`src/rtl/uart_pkg.sv`:
```
// Shared definitions for the oversampling UART receiver: state encoding,
// majority vote, parity and baud-divider helpers.
package uart_pkg;

    typedef enum logic [2:0] {
        ST_IDLE   = 3'd0,
        ST_START  = 3'd1,
        ST_DATA   = 3'd2,
        ST_PARITY = 3'd3,
        ST_STOP   = 3'd4
    } rx_state_t;

    localparam int MAX_DATA_BITS = 9;

    function automatic logic maj3(input logic a, input logic b, input logic c);
        return (a & b) | (a & c) | (b & c);
    endfunction

    // Rounded sysclk cycles per oversample tick.
    function automatic int calc_div(input longint clk_hz, input longint baud, input longint os);
        longint den;
        den = baud * os;
        return int'((clk_hz + den / 64'sd2) / den);
    endfunction

    // Zero padding of narrower words leaves the parity unchanged.
    function automatic logic parity_expect(input logic [MAX_DATA_BITS-1:0] data, input logic odd);
        return odd ? ~^data : ^data;
    endfunction

endpackage

```
`src/rtl/uart_os_tick.sv`:
```
// Oversample tick generator: sysclk divider plus per-bit sample counter,
// both restarted by align so the sample phase tracks the start edge.
module uart_os_tick #(
    parameter int DIV        = 651,
    parameter int OVERSAMPLE = 16
) (
    input  logic sysclk,
    input  logic reset,
    input  logic align,
    output logic tick,
    output logic mid_sample,
    output logic bit_done
);

    localparam int DIV_W  = (DIV > 1) ? $clog2(DIV) : 1;
    localparam int SAMP_W = $clog2(OVERSAMPLE);
    localparam logic [DIV_W-1:0]  DIV_LAST  = DIV_W'(DIV - 1);
    localparam logic [SAMP_W-1:0] SAMP_LAST = SAMP_W'(OVERSAMPLE - 1);
    localparam logic [SAMP_W-1:0] WIN_LO    = SAMP_W'(OVERSAMPLE / 2 - 1);
    localparam logic [SAMP_W-1:0] WIN_HI    = SAMP_W'(OVERSAMPLE / 2 + 1);

    logic [DIV_W-1:0]  div_cnt_r;
    logic [SAMP_W-1:0] samp_cnt_r;
    logic              wrap_s;
    logic              in_window_s;

    assign wrap_s      = (div_cnt_r == DIV_LAST);
    assign in_window_s = (samp_cnt_r >= WIN_LO) && (samp_cnt_r <= WIN_HI);

    // Divider and sample counter with registered tick qualifiers.
    always_ff @(posedge sysclk or negedge reset) begin
        if (!reset) begin
            div_cnt_r  <= {DIV_W{1'b0}};
            samp_cnt_r <= {SAMP_W{1'b0}};
            tick       <= 1'b0;
            mid_sample <= 1'b0;
            bit_done   <= 1'b0;
        end else if (align) begin
            div_cnt_r  <= {DIV_W{1'b0}};
            samp_cnt_r <= {SAMP_W{1'b0}};
            tick       <= 1'b0;
            mid_sample <= 1'b0;
            bit_done   <= 1'b0;
        end else begin
            tick       <= wrap_s;
            mid_sample <= wrap_s && in_window_s;
            bit_done   <= wrap_s && (samp_cnt_r == WIN_HI);
            if (wrap_s) begin
                div_cnt_r  <= {DIV_W{1'b0}};
                samp_cnt_r <= (samp_cnt_r == SAMP_LAST) ? {SAMP_W{1'b0}} : samp_cnt_r + 1'b1;
            end else begin
                div_cnt_r  <= div_cnt_r + 1'b1;
            end
        end
    end

endmodule

```
`src/rtl/uart_rx_os.sv`:
```
// Parametrised oversampling UART receiver with valid/ready output and error flags.
// Optional parity bit is compiled in with the UART_RX_PARITY_EN macro.
module uart_rx_os
    import uart_pkg::*;
#(
    parameter int CLK_HZ     = 100000000,
    parameter int BAUD       = 9600,
    parameter int DATA_BITS  = 8,
    parameter int STOP_BITS  = 1,
    parameter int OVERSAMPLE = 16,
    parameter int PARITY_ODD = 0
) (
    input  logic                 sysclk,
    input  logic                 reset,
    input  logic                 rxd,
    output logic [DATA_BITS-1:0] rx_data,
    output logic                 rx_valid,
    input  logic                 rx_ready,
    output logic                 frame_err,
    output logic                 parity_err,
    output logic                 overrun,
    output logic                 rx_busy
);

    localparam int         DIV       = calc_div(longint'(CLK_HZ), longint'(BAUD), longint'(OVERSAMPLE));
    localparam logic [3:0] DATA_LAST = 4'(DATA_BITS - 1);
    localparam logic       STOP_LAST = (STOP_BITS == 2);

    if (DATA_BITS < 5 || DATA_BITS > MAX_DATA_BITS || STOP_BITS < 1 || STOP_BITS > 2 ||
        OVERSAMPLE < 8 || (OVERSAMPLE % 2) != 0 || PARITY_ODD < 0 || PARITY_ODD > 1 || DIV < 1) begin : g_bad_cfg
        $error("uart_rx_os: illegal parameter combination");
    end

    rx_state_t            state_r;
    logic                 sync1_r;
    logic                 rx_sync_r;
    logic                 rx_prev_r;
    logic [3:0]           bit_cnt_r;
    logic                 stop_cnt_r;
    logic [1:0]           samp_r;
    logic [DATA_BITS-1:0] data_sr_r;
    logic                 frame_err_r;
    logic                 commit_r;
    logic                 start_edge_s;
    logic                 maj_s;
    logic                 tick;
    logic                 mid_sample;
    logic                 bit_done;
`ifdef UART_RX_PARITY_EN
    logic                 parity_bad_r;
`endif

    assign start_edge_s = (state_r == ST_IDLE) && rx_prev_r && !rx_sync_r;
    assign maj_s        = maj3(samp_r[1], samp_r[0], rx_sync_r);

    uart_os_tick #(
        .DIV        (DIV),
        .OVERSAMPLE (OVERSAMPLE)
    ) u_tick (
        .sysclk     (sysclk),
        .reset      (reset),
        .align      (start_edge_s),
        .tick       (tick),
        .mid_sample (mid_sample),
        .bit_done   (bit_done)
    );

    // Two-flop synchroniser plus one history flop for the falling-edge detect.
    always_ff @(posedge sysclk or negedge reset) begin
        if (!reset) begin
            sync1_r   <= 1'b1;
            rx_sync_r <= 1'b1;
            rx_prev_r <= 1'b1;
        end else begin
            sync1_r   <= rxd;
            rx_sync_r <= sync1_r;
            rx_prev_r <= rx_sync_r;
        end
    end

    // Receive FSM: start qualification, data shift, optional parity, stop check.
    always_ff @(posedge sysclk or negedge reset) begin
        if (!reset) begin
            state_r     <= ST_IDLE;
            rx_busy     <= 1'b0;
            bit_cnt_r   <= 4'd0;
            stop_cnt_r  <= 1'b0;
            samp_r      <= 2'b00;
            data_sr_r   <= {DATA_BITS{1'b0}};
            frame_err_r <= 1'b0;
            commit_r    <= 1'b0;
`ifdef UART_RX_PARITY_EN
            parity_bad_r <= 1'b0;
`endif
        end else begin
            commit_r <= 1'b0;
            case (state_r)
                ST_IDLE: begin
                    if (start_edge_s) begin
                        state_r    <= ST_START;
                        rx_busy    <= 1'b1;
                        bit_cnt_r  <= 4'd0;
                        stop_cnt_r <= 1'b0;
                    end
                end
                default: begin
                    if (tick && mid_sample) begin
                        samp_r <= {samp_r[0], rx_sync_r};
                        if (bit_done) begin
                            case (state_r)
                                ST_START: begin
                                    if (maj_s) begin
                                        state_r <= ST_IDLE;
                                        rx_busy <= 1'b0;
                                    end else begin
                                        state_r     <= ST_DATA;
                                        frame_err_r <= 1'b0;
`ifdef UART_RX_PARITY_EN
                                        parity_bad_r <= 1'b0;
`endif
                                    end
                                end
                                ST_DATA: begin
                                    data_sr_r <= {maj_s, data_sr_r[DATA_BITS-1:1]};
                                    if (bit_cnt_r == DATA_LAST) begin
`ifdef UART_RX_PARITY_EN
                                        state_r <= ST_PARITY;
`else
                                        state_r <= ST_STOP;
`endif
                                    end else begin
                                        bit_cnt_r <= bit_cnt_r + 4'd1;
                                    end
                                end
`ifdef UART_RX_PARITY_EN
                                ST_PARITY: begin
                                    parity_bad_r <= maj_s != parity_expect(MAX_DATA_BITS'(data_sr_r), PARITY_ODD != 0);
                                    state_r      <= ST_STOP;
                                end
`endif
                                ST_STOP: begin
                                    frame_err_r <= frame_err_r | ~maj_s;
                                    // Leave at mid-stop so a following start edge is not missed.
                                    if (stop_cnt_r == STOP_LAST) begin
                                        commit_r <= 1'b1;
                                        state_r  <= ST_IDLE;
                                        rx_busy  <= 1'b0;
                                    end else begin
                                        stop_cnt_r <= stop_cnt_r + 1'b1;
                                    end
                                end
                                default: begin
                                    state_r <= ST_IDLE;
                                    rx_busy <= 1'b0;
                                end
                            endcase
                        end
                    end
                end
            endcase
        end
    end

    // Output register: accept a committed word unless an unread word is still held.
    always_ff @(posedge sysclk or negedge reset) begin
        if (!reset) begin
            rx_data    <= {DATA_BITS{1'b0}};
            rx_valid   <= 1'b0;
            frame_err  <= 1'b0;
            parity_err <= 1'b0;
            overrun    <= 1'b0;
        end else begin
            overrun <= 1'b0;
            if (commit_r && (!rx_valid || rx_ready)) begin
                rx_valid  <= 1'b1;
                rx_data   <= data_sr_r;
                frame_err <= frame_err_r;
`ifdef UART_RX_PARITY_EN
                parity_err <= parity_bad_r;
`else
                parity_err <= 1'b0;
`endif
            end else if (commit_r) begin
                overrun <= 1'b1;
            end else if (rx_valid && rx_ready) begin
                rx_valid <= 1'b0;
            end
        end
    end

endmodule

```
`config.mk`:
```
export PLATFORM = sky130hd
export DESIGN_NAME = uart_rx_os
export DESIGN_NICKNAME = d
export VERILOG_FILES = /design/src/rtl/uart_pkg.sv /design/src/rtl/uart_os_tick.sv /design/src/rtl/uart_rx_os.sv
export SDC_FILE = /design/constraint.sdc
export NUM_CORES = 1
export LEC_CHECK = 0
export CORE_ASPECT_RATIO = 2
export CORE_MARGIN = 1
export CORE_UTILIZATION = 25
export DETAILED_ROUTE_END_ITERATION = 12
export PLACE_DENSITY = 0.41
export SLEW_MARGIN = 20
export SYNTH_ARGS = -nofsm -noshare
export SYNTH_HDL_FRONTEND = slang
export SYNTH_SLANG_ARGS = --single-unit
export TNS_END_PERCENT = 50
```
`constraint.sdc`:
```
create_clock -name sysclk -period 2.91 [get_ports sysclk]
set_input_delay 0.582 -clock sysclk [delete_from_list [all_inputs] [get_ports sysclk]]
set_output_delay 0.582 -clock sysclk [all_outputs]
set_load 0.1 [all_outputs]
```
==> results.json <==
{
  "grt_pass1_wl_mm": 7.500,
  "cts_tree": "built",
  "crit_path_cell_trace": "nor4b_4, nand4_4, or4_1, a21oi_1",
  "first_pass_iters": 4,
  "ctsResizeCount": 0,
  "status": "finished, final reports clean",
  "timing.setup.tns_ps": 0,
  "cp_slowest_cell": "or4_1",
  "power_density_nw_per_um2": 627.8,
  "ioPinCount": 17,
  "post-route-min-period_ps": 1722,
  "io_buffers": 15,
  "vias": 1500,
  "root_buffer": "clkbuf_16",
  "fin_crit_sh_pct": 59.19,
  "netlist_area_um2": 2242,
  "drive_above_1_share_pct": 17.47,
  "drc_errors": 0,
  "synth-edff-count": 0,
  "syn2layout_area_growth_pct": 17.30,
  "die-area_um2": 9374,
  "critPathLaunchType": "register",
  "worstPathRequired_ps": 3130,
  "syn_inst": 209,
  "clock-skew-final_ps": 3.283,
  "clk_latency_ps": 290,
  "dr.first_iter.drc_count": 77,
  "cts_max_level": 2,
  "die_y_um": 135.9,
  "design.core.area_um2": 8648,
  "via_per_inst": 4.559,
  "gr-usage-all-layers_pct": 11.14,
  "crit_type": "register to register",
  "end_kind": "register",
  "rows": 48,
  "clock_path_buffers": 2,
  "leakage_nw": 1.237,
  "synth_warnings": 0,
  "antenna_left": 0,
  "seq_area_frac_synth_pct": 57.09,
  "syn_area_per_cell_um2": 10.73,
  "wirelength_mm": 4.470,
  "yosys_register_bits": 51,
  "synth_ff_type": "dfrtp_1",
  "grt_pass1_vias": 1638,
  "antenna_found_initial": 0,
  "hold_buffers": 0,
  "gp_congestion": 0.6998,
  "synth_cell_types": 41,
  "finalMaxSlewViolations": 0,
  "path_clk_slew_ps": 60,
  "syn_nets": 219,
  "arrival_ps": 1940,
  "hp-class": "primary input to async pin",
  "dpl.hpwl_mm": 3.236,
  "rsz0062_at_grt": "no",
  "post_cts_buffers": 0,
  "synthArstFlopShare_pct": 100.0,
  "cp_max_fo": 9,
  "start_util_pct": 25.93,
  "hold_viol_final": 0,
  "cts_buffers": 5,
  "maxCapViolations": 0,
  "max_freq_mhz": 580.6,
  "grt_overflow": 0,
  "hold_ws_ps": 234.0,
  "dieWidth_um": 68.97,
  "ir_worst_vdd_mv": 0.3922,
  "setup_viol_count_final": 0,
  "grt_max_degree": 33,
  "nets": 238,
  "clock_sinks": 51,
  "antenna_cells": 0,
  "cp_slowest_stage_delay_ps": 510,
  "wl_per_cell_um": 13.59
}
==> placed cells by master, fill, tap and decap left out, types with 2 or more instances in the layout <==
master / netlist / final
nand2b_1: 2 / 2
nor2_1: 20 / 20
dfstp_2: 3 / 3
nor3b_1: 2 / 2
ha_1: 6 / 6
nor3_1: 5 / 5
a21oi_1: 8 / 8
xnor2_1: 6 / 6
o21ai_0: 4 / 4
buf_4: 1 / 14
nand2_1: 40 / 40
nand3b_1: 3 / 3
dfrtp_1: 48 / 48
nand4_1: 2 / 2
clkbuf_8: 0 / 2
clkdlybuf4s50_1: 0 / 2
clkbuf_16: 0 / 5
inv_1: 11 / 11
xor2_1: 2 / 2
or3_1: 2 / 2
nand3_1: 6 / 6
mux2_2: 12 / 12
a31oi_1: 3 / 3
==> flip-flops by register name, summed over array words and instances (netlist names), 2 cells and up <==
name / count
state_r: 3
u_tick.div_cnt_r: 10
bit_cnt_r: 4
u_tick.samp_cnt_r: 4
data_sr_r: 8
rx_data: 8
samp_r: 2
==> synth_stat cells, types with 2 or more instances <==
cell type,n,share of area (%)
clkbuf_1,3,0.50
xnor2_1,6,2.3
inv_1,11,1.8
o21ai_0,4,0.89
nor3b_1,2,0.67
nand4_1,2,0.56
dfstp_2,3,3.5
a31oi_1,3,0.84
nor2_1,20,3.3
nand3_1,6,1.3
ha_1,6,3.3
nand2b_1,2,0.56
xor2_1,2,0.78
dfrtp_1,48,54
mux2_2,12,6.0
nor3_1,5,1.1
nand2_1,40,6.7
a21oi_1,8,1.8
nand3b_1,3,1.0
or3_1,2,0.56
==> metal layers <==
metal | share of wire (%) | track usage [%] | vias up
met1 | 37 | 9.759 | 734
li1 | - | - | 741
met5 | 0 | 0 | -
met2 | 58 | 21.68 | 17
met4 | 2.3 | 5.556 | 0
met3 | 2.7 | 2.601 | 8
==> worst max-delay path, delay by kind of cell (launching register included) <==
kind | cells | cell delay [ps]
AOI/OAI and AO/OA | 1 | 150
DFF | 1 | 470
and+or+nand+nor | 3 | 1030
==> where the power goes <==
group | leakage (nW) | internal (mW) | switching, mW | total (mW)
combinational | 0.476 | 0.0807 | 0.109 | 0.190
sequential | 0.684 | 0.761 | 0.0784 | 0.839
clock | 0.0772 | 0.367 | 0.255 | 0.622
total | 1.24 | 1.21 | 0.443 | 1.65
==> final cells by class <==
type                    instances  area [um^2]
fillers                       908         6018
flip-flops and latches         51         1280
multi-input cells             142        897.1
clock buffers                   8        156.4
repair buffers                 17        130.1
well taps                     100        125.1
inverters                      11        41.29
==> final timing paths <==
| kind | slack (ps) | end | cells after the start | from |
|---|---|---|---|---|
| worst max-delay path | 1190 | u_tick.samp_cnt_r[3] | 4 | u_tick.div_cnt_r[2] |
| worst min-delay path | 230 | commit_r | 1 | reset |
| max in group asynchronous | 1880 | u_tick.div_cnt_r[3] | 2 | reset |
| min in group sysclk | 360 | rx_sync_r | 0 | sync1_r |
| worst max register to register | 1190 | u_tick.samp_cnt_r[3] | 4 | u_tick.div_cnt_r[2] |
| worst min register to register | 360 | rx_sync_r | 0 | sync1_r |
==> through the flow <==
stage | area [um^2] | util, % | power [mW] | instances | setup WS, ps
6_report | 2630 | 30.41 | 1.651 | 329 | 1188
5_1_grt | 2630 | 30.41 | 1.741 | 329 | 1053
4_1_cts | 2630 | 30.41 | 1.677 | 329 | 1173
2_1_floorplan | 2242 | - | 0.9838 | 209 | 1067
3_5_place_dp | 2474 | 28.60 | 1.044 | 321 | 913.3
3_3_place_gp | 2474 | 28.60 | 1.045 | 321 | 927.9
==> kinds of logic (layout without fill, tap and decap cells) <==
kind of cell	after synthesis	count (layout)	share of synthesized area, %
adder cells (fa/ha/maj)	7	7	3.795
XOR/XNOR	8	8	3.125
other	1	1	0.1673
multiplexers	13	13	6.473
flip-flops	51	51	57.09
AND/OR/NAND/NOR	91	91	20.26
AO/OA/AOI/OAI	22	22	6.195
buffers and inverters	16	36	2.902
Power figures use the tool's default switching activity.
